<file path="config.mk">
export PLATFORM = sky130hd
export DESIGN_NAME = synth_gate_sequencer
export DESIGN_NICKNAME = d
export VERILOG_FILES = /design/src/rtl/synth_gate_sequencer.sv
export SDC_FILE = /design/constraint.sdc
export NUM_CORES = 1
export LEC_CHECK = 0
export BUFFER_PORTS_ARGS = -buffer_cell sky130_fd_sc_hd__buf_4
export CAP_MARGIN = 25
export CORE_ASPECT_RATIO = 0.9
export CORE_MARGIN = 1
export CORE_UTILIZATION = 50
export CTS_CLUSTER_DIAMETER = 60
export DETAILED_ROUTE_END_ITERATION = 12
export PLACE_DENSITY = 0.78
export SKIP_LAST_GASP = 1
export SLEW_MARGIN = 10
export SYNTH_ARGS = -nofsm -noshare
export SYNTH_HDL_FRONTEND = slang
export SYNTH_SLANG_ARGS = --single-unit
</file>
<file path="constraint.sdc">
create_clock -name clk -period 3.9 [get_ports clk]
set_clock_uncertainty 0.15 [all_clocks]
set_input_delay 0.585 -clock clk [delete_from_list [all_inputs] [get_ports clk]]
set_output_delay 0.585 -clock clk [all_outputs]
set_load 0.05 [all_outputs]
</file>
<file path="src/rtl/synth_gate_sequencer.sv">
// Command sequencer between the SPI word register and the synth voice.
// Qualifies a new word, decodes it as a note command and times gate/amplitude.
module synth_gate_sequencer #(
    parameter int STABLE_CYCLES = 16,
    parameter int RETRIG_GAP    = 480,
    parameter int MAX_GATE      = 0,
    parameter int TIMER_W       = 32
) (
    input  logic        clk,
    input  logic        rst_n,
    input  logic [15:0] word_in,
    output logic        gate,
    output logic [9:0]  amp_out,
    output logic [1:0]  state_out,
    output logic [7:0]  cmd_count,
    output logic        err_pulse
);

    localparam int CNT_W = $clog2(STABLE_CYCLES + 1);
    localparam logic [CNT_W-1:0]   CNT_FULL  = CNT_W'(STABLE_CYCLES);
    localparam logic [TIMER_W-1:0] GAP_LAST  = TIMER_W'(RETRIG_GAP - 1);
    localparam logic [TIMER_W-1:0] GATE_LAST = TIMER_W'((MAX_GATE > 0) ? (MAX_GATE - 1) : 0);

    localparam logic [3:0] OP_NOP      = 4'd0;
    localparam logic [3:0] OP_NOTE_ON  = 4'd1;
    localparam logic [3:0] OP_NOTE_OFF = 4'd2;
    localparam logic [3:0] OP_SET_AMP  = 4'd3;

    typedef enum logic [1:0] {
        ST_IDLE = 2'd0,
        ST_ON   = 2'd1,
        ST_GAP  = 2'd2
    } state_t;

    state_t               state, state_nxt;
    logic [15:0]          cand, cand_nxt;
    logic [CNT_W-1:0]     cnt, cnt_nxt;
    logic [15:0]          last_word, last_nxt;
    logic [TIMER_W-1:0]   timer, timer_nxt;
    logic                 gate_nxt;
    logic [9:0]           amp_nxt;
    logic [7:0]           cmd_nxt;
    logic                 err_nxt;
    logic                 accept;
    logic [3:0]           opcode;

    function automatic logic [CNT_W-1:0] sat_inc(input logic [CNT_W-1:0] c);
        return (c == CNT_FULL) ? c : c + CNT_W'(1);
    endfunction

    assign opcode    = word_in[15:12];
    assign state_out = state;

    // Qualification: the word seen this edge becomes the candidate, so acceptance
    // decisions use word_in directly and land on the STABLE_CYCLES-th edge.
    always_comb begin
        cand_nxt = cand;
        cnt_nxt  = cnt;
        if (word_in != cand) begin
            cand_nxt = word_in;
            cnt_nxt  = CNT_W'(1);
        end else begin
            cnt_nxt = sat_inc(cnt);
        end
        accept = (cnt_nxt == CNT_FULL) && (word_in != last_word);
    end

    always_comb begin
        state_nxt = state;
        gate_nxt  = gate;
        amp_nxt   = amp_out;
        timer_nxt = timer;
        cmd_nxt   = cmd_count;
        err_nxt   = 1'b0;
        last_nxt  = last_word;
        if (accept) begin
            // An accepted word freezes the timer for this edge, so it also
            // overrides any gap expiry or timeout due on the same edge.
            last_nxt = word_in;
            case (opcode)
                OP_NOP: begin
                end
                OP_NOTE_ON: begin
                    amp_nxt   = word_in[9:0];
                    cmd_nxt   = cmd_count + 8'd1;
                    timer_nxt = '0;
                    if (state == ST_IDLE) begin
                        state_nxt = ST_ON;
                        gate_nxt  = 1'b1;
                    end else if (state == ST_ON) begin
                        state_nxt = ST_GAP;
                        gate_nxt  = 1'b0;
                    end
                end
                OP_NOTE_OFF: begin
                    cmd_nxt   = cmd_count + 8'd1;
                    state_nxt = ST_IDLE;
                    gate_nxt  = 1'b0;
                    timer_nxt = '0;
                end
                OP_SET_AMP: begin
                    amp_nxt = word_in[9:0];
                    cmd_nxt = cmd_count + 8'd1;
                end
                default: begin
                    err_nxt = 1'b1;
                end
            endcase
        end else begin
            case (state)
                ST_GAP: begin
                    if (timer == GAP_LAST) begin
                        state_nxt = ST_ON;
                        gate_nxt  = 1'b1;
                        timer_nxt = '0;
                    end else begin
                        timer_nxt = timer + TIMER_W'(1);
                    end
                end
                ST_ON: begin
                    if (MAX_GATE > 0) begin
                        if (timer == GATE_LAST) begin
                            state_nxt = ST_IDLE;
                            gate_nxt  = 1'b0;
                            timer_nxt = '0;
                        end else begin
                            timer_nxt = timer + TIMER_W'(1);
                        end
                    end
                end
                ST_IDLE: begin
                    timer_nxt = '0;
                end
                default: begin
                    state_nxt = ST_IDLE;
                    gate_nxt  = 1'b0;
                    timer_nxt = '0;
                end
            endcase
        end
    end

    always_ff @(posedge clk or negedge rst_n) begin
        if (!rst_n) begin
            state     <= ST_IDLE;
            gate      <= 1'b0;
            amp_out   <= '0;
            cmd_count <= '0;
            err_pulse <= 1'b0;
            last_word <= '0;
            cand      <= '0;
            cnt       <= '0;
            timer     <= '0;
        end else begin
            state     <= state_nxt;
            gate      <= gate_nxt;
            amp_out   <= amp_nxt;
            cmd_count <= cmd_nxt;
            err_pulse <= err_nxt;
            last_word <= last_nxt;
            cand      <= cand_nxt;
            cnt       <= cnt_nxt;
            timer     <= timer_nxt;
        end
    end

endmodule

</file>
# == Word level (Yosys, flattened, before mapping) ==
# Index checks and enable logic that the tools add are counted.
# op_classes
add_sub_neg,3
eq_ne,16
n_mux,20
reduce_logical,12
# op_table
cell,count
2-to-1 mux 32 bit,3
one-hot mux 32 bit (2 select lines),1
adder 32 x 1 -> 32 bit (second input constant),1
== test 32 x 9 -> 1 bit (second input constant),1
!= test 16 bit,2
== test 5 bit (second input constant),2
2-to-1 mux 5 bit,2
adder 8 x 1 -> 8 bit (second input constant),1
== test 4 x 2 -> 1 bit (second input constant),2
2-to-1 mux 2 bit,4
one-hot mux 2 bit (2 select lines),2
2-to-1 mux 1 bit,6
AND reduction 2 bit,3
OR reduction 2 bit,3
adder 5 x 1 -> 5 bit (second input constant),1
== test 4 x 1 -> 1 bit (second input constant),1
logical NOT 4 bit,1
!= test 2 bit (second input constant),2
!= test 4 bit (second input constant),1
one-hot mux 1 bit (2 select lines),2
AND reduction 4 bit,1
OR reduction 4 bit,1
!= test 3 x 1 -> 1 bit (second input constant),1
!= test 3 bit (second input constant),1
6 further kinds,6
# word_totals
reg_bits,91
inputBits,18
out_inout_bits,22

# == Logic depth before layout (Yosys ltp) ==
# depth
ltp_word,7
mapped_depth,11
ltp_nobuf,9

# == Least setup slack after synthesis ==
# OpenSTA, ideal clock, no wires.
# synth_timing
kind,input port to flip-flop
from,input word_in[15]
to,register timer[22]
t_arrival_ps,2303
required_ps,3624
slack_ps,1321
stages,9
n_path_buf,2
path_cell_list,buf_2 > xnor2_1 > nand4_1 > nor4_4 > nand4_2 > and3_1 > buf_6 > and3_1 > a221o_1
# synth_between
elab_chain_cells,6
word_cells_on_any_way,12
classes_between,eq/ne: 7; mux: 2; reduce/logical: 3
# synth_rtl
item,line,source
from (decl),11,"input logic [15:0] word_in,"
!= test 16 bit,59,if (word_in != cand) begin
2-to-1 mux 5 bit,59,
== test 5 bit,65,accept = (cnt_nxt == CNT_FULL) && (word_in != last_word);
logical AND 1 bit,65,
!= test 2 bit (no line),--,
AND reduction 2 bit (no line),--,
to (signal assigned),163,timer <= timer_nxt;
to (decl),39,"logic [TIMER_W-1:0] timer, timer_nxt;"
# Parallel ways exist; a longest one is shown, timed or not.
# A chain may end at the register's enable or synchronous reset.

# == Worst setup path in the final report ==
# layout_timing
from,register timer[22]
to,register timer[22]
# layout_between
elab_chain_cells,4
word_cells_on_any_way,5
classes_between,add/sub: 1; eq/ne: 1; mux: 3
# layout_rtl
item,line,source
adder 32 x 1 -> 32 bit or == test 32 x 9 -> 1 bit (tied branches),"117, 112",
2-to-1 mux 32 bit (*),112,if (timer == GAP_LAST) begin
one-hot mux 32 bit (2 select lines) (*),110,case (state)
2-to-1 mux 32 bit (*),76,if (accept) begin
# Mark *: on every way between the ends. The rest lies on a longest branch, timed or not.

==> run_results.csv <==
group,metric,value,unit
cts,root_buffer,"clkbuf_8",
detailed_routing,totalWireLength,9050,µm
timing,drv_slew,0,
global_routing,grt_use_total,0.216,
timing,worst_slack,1.08,ns
logic_synthesis,synth_cell_types,50,
floorplanning,initial_core_util,0.521,
setup_path,worstSetupEndpointType,"register",
placement,dp_cells,566,
global_routing,grt_pass1_vias,3270,
timing,finalSetupTns,0,ns
flow_run,cap_violations,0,
placement,dpl.hpwl,6250,µm
detailed_routing,first_pass_iters,5,
timing,period_minus_slack,2.82,ns
cts,clock_sinks,90,
power_and_ir_drop,leakage,2.27,nW
timing,grt_setup_unrepaired,"no",
setup_path,critPathLaunchType,"register",
timing,setup_viol,0,
placement,dp_slack,0.780,ns
setup_path,worstSetupPathType,"reg -> reg",
detailed_routing,route.vias.total,3357,
logic_synthesis,ys_ff_latch,90,
logic_synthesis,synth_area_per_cell,10.3,µm²
final_layout,final_cells,584,
logic_synthesis,yosysSeqAreaShare,0.500,
timing,fmax,0.354,GHz
logic_synthesis,syn_inst,436,
timing,worst_pin_slew,0.539,ns
floorplanning,pin_count,40,
logic_synthesis,ys.flop_type,"dfrtp_1",
setup_path,cp.arrival,2.92,ns
setup_path,reg2reg_slack,1.08,ns
placement,port_buffers,39,
cts,worstSkewPairLatency,0.36,ns
global_routing,grt_max_degree,83,
detailed_routing,drc,0,
timing,fin_crit_sh,0.724,
logic_synthesis,ys_warn_count,0,
logic_synthesis,syn_nets,458,
cts,cts_resized,0,
cts,cts_tree,"done",
final_layout,final_cell_area,5110,µm²
floorplanning,rows,32,
logic_synthesis,async_reset_ff_frac,1.00,
cts,cts.htree.levels,3,
floorplanning,dieArea,9400,µm²
setup_path,worstPathMaxFanout,37,
detailed_routing,drt_iter0_markers,137,
floorplanning,die_h,92.1,µm
detailed_routing,wl_per_cell,15.5,µm
timing,max_slew_margin,0.638,
placement,placed_area,4840,µm²
placement,place_congestion,0.768,
final_layout,n_antenna_cell,0,
floorplanning,die_w,102,µm
logic_synthesis,synth_edf_count,0,
cts,numCtsBuffers,9,
global_routing,antenna_found_initial,0,
setup_path,cp.required,4.00,ns
cts,clk_path_buf_depth,2,
timing,finalHoldViolations,0,
detailed_routing,viasPerCell,5.75,
global_routing,grt_pass1_wl,15600,µm
detailed_routing,drtAntennaViolNets,0,
cts,post-cts-setup-buffers,0,
floorplanning,core,8650,µm²
final_layout,layout-drive-gt1-share,0.191,
power_and_ir_drop,ir_drop,168,µV
final_layout,nets,482,
min_path,hold_path_class,"in -> reg",
logic_synthesis,netlist_area,4510,µm²
cts,clk_pin_slew_worst_paths,0.10,ns
final_layout,area_delta_synth_final,13.4,%
global_routing,grt-ovfl-total,0,
outcome,status,"finished, final reports clean",
power_and_ir_drop,p_per_area,344,nW/µm²
[placed cells by master, fill, tap and decap left out, types with 2 or more instances in the layout]
| cell | count |
|---|---|
| a21boi_0 | 2 |
| a21oi_1 | 16 |
| and2_1 | 4 |
| and3_1 | 10 |
| and4_1 | 5 |
| buf_4 | 45 |
| bufinv_16 | 2 |
| clkbuf_8 | 9 |
| dfrtp_1 | 90 |
| ha_1 | 4 |
| inv_1 | 15 |
| inv_8 | 3 |
| mux2_1 | 10 |
| mux2_2 | 17 |
| mux2i_1 | 6 |
| nand2_1 | 37 |
| nand3_1 | 41 |
| nand4_1 | 12 |
| nand4_2 | 2 |
| nor2_1 | 10 |
| nor2b_1 | 3 |
| nor3_1 | 5 |
| nor4_1 | 11 |
| o211ai_1 | 2 |
| o21ai_0 | 6 |
| o21ai_1 | 10 |
| o311ai_1 | 11 |
| or2_1 | 2 |
| or3_1 | 10 |
| or4_1 | 2 |
| xnor2_1 | 24 |
| xor2_1 | 18 |
[final timing paths]
path                                end  cells after the start    startpoint
setup / recovery              timer[22]                      7     timer[22]
hold / removal                  cand[3]                      1    word_in[3]
setup reg to reg              timer[22]                      7     timer[22]
hold reg to reg            cmd_count[7]                      1  cmd_count[7]
max in group asynchronous     timer[24]                      3         rst_n
min in group asynchronous  cmd_count[3]                      2         rst_n
[through the flow]
stage / util / power, mW / hold slack, ns
after CTS: 0.587 / 1.77 / 0.198
after global placement: 0.559 / 1.04 / 0.314
after detailed placement: 0.559 / 1.04 / 0.325
final: 0.591 / 1.76 / 0.214
after global routing: 0.591 / 1.83 / 0.193
after floorplan: - / 1.00 / 0.139
[registers in the layout (all words and copies together) (netlist names)]
register	flops
last_word	16
cnt	5
err_pulse	1
state_out	2
amp_out	10
cand	16
cmd_count	8
timer	32
[synthesized netlist by cell type, types with 3 or more instances]
cell type  instances  area, µm²
nand3_1           41        205
and2_1             4       25.0
mux2i_1            6       60.1
ha_1               4       50.1
nor2_1            10       37.5
clkbuf_1          19       71.3
buf_2             12       60.1
nor3_1             5       25.0
nor2b_1            3       18.8
and4_1             5       43.8
nand4_1           12       75.1
nand2_1           37        139
or3_1             10       62.6
dfrtp_1           90       2250
xnor2_1           24        210
inv_1             15       56.3
and3_1            10       62.6
nor4_1            11       68.8
mux2_1            10        113
o311ai_1          11       96.3
o21ai_0            6       30.0
mux2_2            17        191
o21ai_1           10       50.1
xor2_1            18        158
a21oi_1           16       80.1
[power breakdown]
part	internal [mW]	switching, mW
Combinational	0.0331	0.0481
Clock	0.375	0.358
Sequential	0.941	0.00431
[critical path, stage by stage (launching register included)]
cell	delay, ns
dfrtp_1	0.44
nor4_1	0.54
nand3_1	0.16
or4_4	0.47
and3_1	0.21
buf_4	0.25
and3_1	0.22
a221o_1	0.25
[routing by layer]
metal	part of all wire	GRT usage
met4	0.013	0.0583
met5	0	0
met1	0.46	0.288
met2	0.49	0.351
met3	0.037	0.0495
[logic make-up after synthesis]
family	count (synthesis)	share of synthesized area
AOI/OAI and AO/OA	56	0.0814
xor gates and xnor gates	42	0.0816
adders and majority gates	4	0.0111
buffers and inverters	49	0.0467
DFF	90	0.500
muxes	34	0.0839
and+or+nand+nor	161	0.196
[layout make-up]
class	count	area (µm²)
timing repair buffer	47	375
sequential	90	2250
tap	119	149
inverter	15	56.3
clock buffer	9	124
clock inverter	7	110
multi-input combinational	297	2040
fill	725	3540
[repair_timing]
item / in CTS / in global routing
hold buffers: 0 / 1
endpoints found under the hold margin: 0 / 17
endpoints found under the setup margin: 0 / 0
Note: power is estimated with default switching activity, not from simulation.
